### src/rtl/scan_point_sequencer.sv
// rtl/scan_point_sequencer.sv - walks a depth x angle grid of scan points, handshaking each point's term results downstream
module scan_point_sequencer #(
    parameter int DW_INPUT     = 8,
    parameter int DW_ANGLE     = 8,
    parameter int DW_INTEGER   = 18,
    parameter int DW_FRACTION  = 6,
    parameter int NUM_ELEMENTS = 64
) (
    input  logic                                   clk,
    input  logic                                   rst,
    input  logic                                   start,
    input  logic                                   abort,
    input  logic [DW_INPUT+3:0]                    cfg_r0_start,
    input  logic [DW_INPUT+3:0]                    cfg_r0_step,
    input  logic [7:0]                             cfg_num_depths,
    input  logic [DW_ANGLE-1:0]                    cfg_angle_start,
    input  logic [DW_ANGLE-1:0]                    cfg_angle_step,
    input  logic [7:0]                             cfg_num_angles,
    output logic                                   calc_initiate,
    output logic                                   calc_ack,
    output logic [DW_INPUT+3:0]                    calc_r0,
    output logic [DW_ANGLE-1:0]                    calc_angle,
    input  logic signed [DW_INTEGER+DW_FRACTION-1:0] calc_term_pos,
    input  logic signed [DW_INTEGER+DW_FRACTION-1:0] calc_term_neg,
    input  logic                                   calc_last_element,
    input  logic                                   calc_ready,
    output logic                                   out_valid,
    input  logic                                   out_ready,
    output logic signed [DW_INTEGER+DW_FRACTION-1:0] out_term_pos,
    output logic signed [DW_INTEGER+DW_FRACTION-1:0] out_term_neg,
    output logic [$clog2(NUM_ELEMENTS/2)-1:0]      out_element,
    output logic [7:0]                             out_angle_idx,
    output logic [7:0]                             out_depth_idx,
    output logic                                   out_last_point,
    output logic                                   busy,
    output logic                                   done
);

    localparam int RW    = DW_INPUT + 4;
    localparam int NPAIR = NUM_ELEMENTS / 2;
    localparam int EW    = $clog2(NPAIR);

    localparam logic [2:0] S_IDLE     = 3'd0;
    localparam logic [2:0] S_ISSUE    = 3'd1;
    localparam logic [2:0] S_WAIT_RES = 3'd2;
    localparam logic [2:0] S_ACK      = 3'd3;
    localparam logic [2:0] S_PUSH     = 3'd4;
    localparam logic [2:0] S_NEXT     = 3'd5;
    localparam logic [2:0] S_DRAIN    = 3'd6;
    localparam logic [2:0] S_FIN      = 3'd7;

    logic [2:0]          state;
    logic [RW-1:0]       r0_start_q;
    logic [RW-1:0]       r0_step_q;
    logic [7:0]          num_depths_q;
    logic [7:0]          num_angles_q;
    logic [DW_ANGLE-1:0] angle_step_q;
    logic [EW-1:0]       elem_q;
    logic                last_q;
    logic                last_point_q;
    logic                out_valid_q;
    logic                abort_q;
    logic                drain_ack_q;

    logic abort_any;
    logic res_last;
    logic last_depth;
    logic last_angle;

    // abort takes effect in the same cycle it is raised, then stays sticky
    assign abort_any  = abort_q | abort;
    assign res_last   = calc_last_element | (elem_q == EW'(NPAIR - 1));
    assign last_depth = (out_depth_idx == num_depths_q - 8'd1);
    assign last_angle = (out_angle_idx == num_angles_q - 8'd1);

    assign calc_initiate  = (state == S_ISSUE);
    assign calc_ack       = (state == S_ACK) | ((state == S_DRAIN) & drain_ack_q);
    assign busy           = (state != S_IDLE);
    assign done           = (state == S_FIN);
    assign out_valid      = out_valid_q;
    assign out_last_point = out_valid_q & last_point_q;

    always_ff @(posedge clk or negedge rst) begin
        if (!rst) begin
            state         <= S_IDLE;
            r0_start_q    <= '0;
            r0_step_q     <= '0;
            num_depths_q  <= '0;
            num_angles_q  <= '0;
            angle_step_q  <= '0;
            calc_r0       <= '0;
            calc_angle    <= '0;
            elem_q        <= '0;
            out_element   <= '0;
            out_term_pos  <= '0;
            out_term_neg  <= '0;
            out_angle_idx <= '0;
            out_depth_idx <= '0;
            last_q        <= 1'b0;
            last_point_q  <= 1'b0;
            out_valid_q   <= 1'b0;
            abort_q       <= 1'b0;
            drain_ack_q   <= 1'b0;
        end else begin
            if (state != S_IDLE && abort) begin
                abort_q <= 1'b1;
            end
            case (state)
                S_IDLE: begin
                    if (start) begin
                        r0_start_q    <= cfg_r0_start;
                        r0_step_q     <= cfg_r0_step;
                        num_depths_q  <= cfg_num_depths;
                        num_angles_q  <= cfg_num_angles;
                        angle_step_q  <= cfg_angle_step;
                        calc_r0       <= cfg_r0_start;
                        calc_angle    <= cfg_angle_start;
                        out_angle_idx <= '0;
                        out_depth_idx <= '0;
                        elem_q        <= '0;
                        abort_q       <= 1'b0;
                        drain_ack_q   <= 1'b0;
                        if (cfg_num_angles == 8'd0 || cfg_num_depths == 8'd0) begin
                            state <= S_FIN;
                        end else begin
                            state <= S_ISSUE;
                        end
                    end
                end
                S_ISSUE: begin
                    state <= abort_any ? S_DRAIN : S_WAIT_RES;
                end
                S_WAIT_RES: begin
                    if (abort_any) begin
                        state <= S_DRAIN;
                    end else if (calc_ready) begin
                        out_term_pos <= calc_term_pos;
                        out_term_neg <= calc_term_neg;
                        out_element  <= elem_q;
                        last_q       <= res_last;
                        last_point_q <= res_last & last_depth & last_angle;
                        state        <= S_ACK;
                    end
                end
                S_ACK, S_PUSH: begin
                    // an abort drops the held result; the calculator still owes the rest of the point
                    if (abort_any) begin
                        out_valid_q <= 1'b0;
                        elem_q      <= elem_q + EW'(1);
                        state       <= last_q ? S_IDLE : S_DRAIN;
                    end else if (state == S_ACK) begin
                        out_valid_q <= 1'b1;
                        state       <= S_PUSH;
                    end else if (out_ready) begin
                        out_valid_q <= 1'b0;
                        if (last_q) begin
                            state <= S_NEXT;
                        end else begin
                            elem_q <= elem_q + EW'(1);
                            state  <= S_WAIT_RES;
                        end
                    end
                end
                S_NEXT: begin
                    elem_q <= '0;
                    if (abort_any) begin
                        state <= S_IDLE;
                    end else if (last_depth && last_angle) begin
                        state <= S_FIN;
                    end else begin
                        state <= S_ISSUE;
                        if (last_depth) begin
                            out_depth_idx <= '0;
                            calc_r0       <= r0_start_q;
                            out_angle_idx <= out_angle_idx + 8'd1;
                            calc_angle    <= calc_angle + angle_step_q;
                        end else begin
                            out_depth_idx <= out_depth_idx + 8'd1;
                            calc_r0       <= calc_r0 + r0_step_q;
                        end
                    end
                end
                S_DRAIN: begin
                    if (drain_ack_q) begin
                        drain_ack_q <= 1'b0;
                        if (last_q) begin
                            state <= S_IDLE;
                        end
                    end else if (calc_ready) begin
                        drain_ack_q <= 1'b1;
                        last_q      <= res_last;
                        elem_q      <= elem_q + EW'(1);
                    end
                end
                default: begin
                    state <= S_IDLE;
                end
            endcase
        end
    end

endmodule
### config.mk
export PLATFORM = sky130hd
export DESIGN_NAME = scan_point_sequencer
export DESIGN_NICKNAME = d
export VERILOG_FILES = /design/src/rtl/scan_point_sequencer.sv
export SDC_FILE = /design/constraint.sdc
export NUM_CORES = 1
export LEC_CHECK = 0
export ABC_AREA = 1
export ABC_CLOCK_PERIOD_IN_PS = 2100
export CORE_MARGIN = 2
export CORE_UTILIZATION = 45
export CTS_CLUSTER_DIAMETER = 40
export DETAILED_ROUTE_END_ITERATION = 6
export GPL_TIMING_DRIVEN = 1
export PLACE_DENSITY = 0.79
export SYNTH_ARGS = -nofsm -noshare
export SYNTH_HDL_FRONTEND = slang
export SYNTH_SLANG_ARGS = --single-unit
### constraint.sdc
create_clock -name clk -period 2.1 [get_ports clk]
set_clock_uncertainty 0.15 [all_clocks]
set_input_delay 0.315 -clock clk [delete_from_list [all_inputs] [get_ports clk]]
set_output_delay 0.315 -clock clk [all_outputs]
set_load 0.02 [all_outputs]
Word-level counts from Yosys, hierarchy flattened
Index checks and enable logic that the tools add are counted.

operators by class
  add/sub/neg operators = 7
  equality and inequality tests = 24
  multiplexer cells = 56
  bitwise gates (word level) = 8
  reductions and logical operators = 22

operators with widths
  kind                 count
  $mux 8               11
  $mux 12              4
  $pmux 8 s2           3
  $mux 3               14
  $mux 5               7
  $pmux 12 s2          1
  $pmux 5 s4           1
  $ne 2x2->1 const B   9
  $pmux 3 s6           1
  $add 8x1->8 const B  2
  $eq 8x8->1           2
  $logic_not 8->1      2
  $sub 8x1->8 const B  2
  $add 12x12->12       1
  $eq 3x3->1 const B   4
  $mux 1               12
  $ne 3x3->1 const B   4
  $reduce_and 5->1     2
  $add 8x8->8          1
  $reduce_and 7->1     1
  $eq 3x2->1 const B   2
  $reduce_and 2->1     3
  $reduce_and 3->1     2
  $reduce_bool 2->1    3
  15 further kinds     23

storage, ports and cells
  bits in registers = 150
  input port bits = 111
  output and inout bits = 95
  word-level logic and storage cells = 136

Depth between registers and ports, before layout
  word-level depth = 6
  depth in mapped cells = 17
  depth with buffers taken out = 16

Worst setup path before layout
Ideal clock, no wire load.

  path kind = reg-to-reg
  from = register num_depths_q[0]
  to = register calc_angle[4]
  library setup time = 117 ps
  arrival = 1,875 ps
  data required time = 1,833 ps
  slack = -42 ps
  stages on the path, launching flop included = 16
  buffers on the path = 1
  clock period less this slack = 2,142 ps
  path through = dfrtp_1 inv_2 ha_1 inv_1 nand2_1 nand2_1 nand2_1 nor2_1 nand3_1 nor2_2 nand2_4 nor2_8 nand2_4 buf_2 nand4_1 nand2_1

on the way
  cells in the longest elaborated chain, start to end = 5
  elaborated cells on any way between the ends = 6
  those cells by class = add/sub: 1; eq/ne: 3; reduce/logical: 2

ends and longest elaborated chain
  item                                   line  RTL
  start: declaration                     55    logic [7:0] num_depths_q;
  start signal: assignment               113   num_depths_q <= cfg_num_depths;
  $sub 8x1->8 (*)                        73    assign last_depth = (out_depth_idx == num_depths_q - 8'd1);
  $eq 8x8->1 (*)                         73
  $logic_and 1x1->1                      168   end else if (last_depth && last_angle) begin
  $ne 2x2->1 (no source line)            n/a
  $reduce_and 5->1 (no source line) (*)  n/a
  end signal: assignment                 117   calc_angle <= cfg_angle_start;
  end signal: assignment                 176   calc_angle <= calc_angle + angle_step_q;
  end: declaration                       22    output logic [DW_ANGLE-1:0] calc_angle,

Mark *: on every way between the ends. The rest lies on a longest branch, timed or not.
A chain may end at the register's enable or synchronous reset.

Worst setup path after layout
  from = register num_angles_q[0]
  to = register calc_r0[5]

on the way
  cells in the longest elaborated chain, start to end = 5

ends and longest elaborated chain
  item                               line  RTL
  start: declaration                 56    logic [7:0] num_angles_q;
  start signal: assignment           114   num_angles_q <= cfg_num_angles;
  $sub 8x1->8                        74    assign last_angle = (out_angle_idx == num_angles_q - 8'd1);
  $eq 8x8->1                         74
  $logic_and 1x1->1                  168
  $ne 2x2->1 (no source line)        n/a
  $reduce_and 4->1 (no source line)  n/a
  end signal: assignment             116   calc_r0 <= cfg_r0_start;
  end signal: assignment             174   calc_r0 <= r0_start_q;
  end signal: assignment             179   calc_r0 <= calc_r0 + r0_step_q;
  end: declaration                   21    output logic [DW_INPUT+3:0] calc_r0,

Every way passes these cells.

==> impl_metrics.csv <==
group,metric,value,unit
synth,synth_ff_type,"dfrtp_1",
place,preCtsSetupSlack,-0.207,ns
route,vias,8211,
place,hpwl,17500,um
layout,fin_area,12100,um^2
clocking,htree_levels,4,
clocking,clockBufferDepth,2,
critical_path,path_class,"flop to flop",
pwr,p_switching,7.72,mW
pwr,p_clk_share,16.3,%
grt,antenna_found_initial,0,
sta,max_clock_freq,0.444,GHz
critical_path,crit_chain,"inv_2, ha_4, xor2_1, nand2_1, nor2_1, nand2_1, nor2_2, nand3_2, nor2_8, nand2_4, nand3_4, clkbuf_16, nand2_2, nand2_1",
synth,synth_warnings,0,
sta,tightest_slew,0.583,ns
route,drc,1,
layout,final_cell_mix,"nand2_1, clkdlybuf4s50_1, dfrtp_1, inv_1, nand3_1",
clocking,cts_inserted_buffers,17,
synth,seq_area_frac_synth,45.7,%
place,portBuffers,205,
pwr,swShare,42.5,%
critical_path,startpoint_type,"flop",
layout,num-nets-final,1464,
place,gp_congestion,0.915,
clocking,cts.sinks,150,
floorplan,pin_count,206,
flow_run,drv_cap,0,
critical_path,crit_cells,14,
synth,synthesis.area,8210,um^2
critical_path,worstReg2RegStart,"num_angles_q[0]",
status,violations,"design-rule violations, negative setup slack",
clocking,clkSlewWorstSetupHoldPaths,0.07,ns
critical_path,critPathCapture,"calc_r0[5]",
clocking,worstSkewPairLatency,0.43,ns
sta,drv_slew,0,
route,via_per_inst,5.23,
critical_path,critical_path.startpoint,"num_angles_q[0]",
layout,syn2layout_area_growth,47.0,%
floorplan,core,17900,um^2
clocking,clock-root-buffer,"clkbuf_16",
pwr,combPwrFrac,55.9,%
synth,syn_nets,1183,
grt,first_global_vias,8227,
pwr,ir_worst_vdd,1.01,mV
synth,async_flop_share,100,%
critical_path,slowest_stage,"dfrtp_1",
synth,avgSynthCellArea,7.84,um^2
critical_path,r2r_setup_slack,-0.15,ns
status,status,"finished with violations",
route,firstDrtPassIters,7,
pwr,power_density,1500,nW/um^2
critical_path,cpPeakStageDelay,0.39,ns
grt,grt_first_pass_wirelength,39700,um
synth,synth_cell_types,38,
route,drt_first_iter_violations,640,
grt,gr-usage-all-layers,25.2,%
sta,period_needed,2.25,ns
sta,finalHoldViolations,0,
sta,slew_headroom,61.2,%
grt,grt_max_degree,60,
layout,drive_above_1_share,18.1,%
pwr,power_frac_seq,27.9,%
layout,final_common_cell,"nand2_1",
grt,grt_overflow,0,
critical_path,arrival,2.46,ns
floorplan,die_area,19300,um^2
sta,setup_viol,39,
sta,timing.final.ws_setup,-0.152,ns
route,postRouteWirelength,24800,um
synth,synth_edf_count,0,
clocking,cts_tree,"yes",
route,wl_per_cell,15.8,um
critical_path,crit_path_end_kind,"flop",
critical_path,crit_family,"simple AND/OR/NAND/NOR gates",
pwr,power,18.2,mW
floorplan,die_height,139,um
sta,min_period_over_period,107,%
critical_path,worstReg2RegEnd,"calc_r0[5]",
synth,ys_ff_latch,150,
floorplan,dieWidth,139,um
sta,rsz0062_at_grt,"true",
place,placed_area,11000,um^2
floorplan,start_util,45.8,%
layout,diodes,0,
critical_path,worst-path-buf-inv,2,
critical_path,cp_max_fo,5,
critical_path,reg2regPathDepth,14,
critical_path,cp_data_required_time,2.31,ns
critical_path,cpMostUsedCell,"nand2_1",
synth,syn_inst,1046,
pwr,p_leak,6.06,nW
hold_path,hold_path_class,"input pin to asynchronous set/reset pin",
sta,fin_setup_tns,-4.18,ns
pwr,p_int,10.4,mW
floorplan,rows,49,
route,final_antenna_net_count,0,
==> routing by layer <==
layer / GRT usage, % / up-vias / part of all wire (%)
met4: 9.46 / 0 / 2.8
met2: 41.9 / 380 / 48
met5: 0 / - / 0
li1: - / 3933 / -
met1: 31.2 / 3832 / 40
met3: 7.56 / 66 / 9.1
==> layout make-up <==
cell class	instances	area (um^2)
clock buffer	18	429
clock inverter	14	139
fill	1452	5840
inverter	91	342
multi-input combinational	770	4200
sequential	150	3760
tap	229	287
timing repair buffer	296	2900
timing repair inverter	1	5.00
==> worst min-delay path by stage <==
| stage | start | endpoint | slack (ns) | cells after the start |
|---|---|---|---|---|
| final | rst | angle_step_q[1] | 0.25 | 2 |
| after global routing | calc_term_pos[0] | out_term_pos[0] | 0.27 | 3 |
| after CTS | calc_term_neg[4] | out_term_neg[4] | 0.25 | 3 |
| after detailed placement | rst | num_angles_q[1] | 0.14 | 1 |
| after global placement | rst | num_angles_q[0] | 0.14 | 1 |
| after floorplan | rst | abort_q | -0.13 | 0 |
==> timing repair <==
item	in CTS	in global routing
setup buffers	17	3
cloned	3	2
pin swaps	7	19
gates resized for setup	42	55
hold buffers	1	0
setup endpoints to repair	42	49
endpoints found under the hold margin	44	0
==> power groups by stage <==
| stage | clock, mW | sequential, mW | combinational (mW) |
|---|---|---|---|
| global route | 3.13 | 5.21 | 11.1 |
| global placement | 0 | 5.00 | 8.92 |
| detailed placement | 0 | 5.02 | 9.11 |
| floorplan | 0 | 5.79 | 4.66 |
| CTS | 3.01 | 5.03 | 9.74 |
| finish | 2.95 | 5.06 | 10.1 |
==> synth_stat cells (2+ instances only) <==
library cell | count | area [um^2]
inv_1 | 84 | 315
a21oi_1 | 37 | 185
fa_1 | 2 | 40.0
nor2_2 | 3 | 18.8
nor2_1 | 71 | 267
clkbuf_1 | 14 | 52.6
nand4_1 | 32 | 200
buf_2 | 16 | 80.1
o21ai_0 | 25 | 125
ha_1 | 24 | 300
nor4_1 | 5 | 31.3
a31oi_1 | 5 | 31.3
mux2_2 | 29 | 327
a21o_1 | 4 | 30.0
xor2_1 | 19 | 166
nand2_4 | 2 | 22.5
nand3b_1 | 3 | 22.5
nand3_1 | 83 | 415
nand2_1 | 391 | 1470
or2_2 | 3 | 18.8
nor3_1 | 11 | 55.1
xnor2_1 | 10 | 87.6
buf_4 | 2 | 15.0
inv_2 | 7 | 26.3
buf_1 | 2 | 7.51
dfrtp_1 | 150 | 3750
==> cell families (layout without fill, tap and decap cells) <==
logic type / count (synthesis) / count (layout) / share of synthesized area (%)
AO/OA/AOI/OAI: 73 / 73 / 4.73
XOR/XNOR: 30 / 30 / 3.37
adder cells (fa/ha/maj): 26 / 26 / 4.15
buffers and inverters: 127 / 420 / 6.25
flip-flops: 150 / 150 / 45.7
AND/OR/NAND/NOR: 611 / 612 / 31.8
multiplexers: 29 / 29 / 3.98
==> state kept, by name (all words and copies together) (netlist names), 3 cells and up <==
register and flops:
out_term_neg 24, out_term_pos 24, calc_r0 12, r0_start_q 12
r0_step_q 12, angle_step_q 8, calc_angle 8, num_angles_q 8
num_depths_q 8, out_angle_idx 8, out_depth_idx 8, elem_q 5
out_element 5, state 3
==> through the flow <==
| step | cells | hold WS, ns | utilization, % |
|---|---|---|---|
| floorplan | 1046 | -0.131 | - |
| finish | 1569 | 0.251 | 67.4 |
| CTS | 1567 | 0.251 | 66.5 |
| global route | 1569 | 0.270 | 67.4 |
| global placement | 1514 | 0.137 | 61.6 |
| detailed placement | 1514 | 0.137 | 61.6 |
Power figures use the tool's default switching activity.
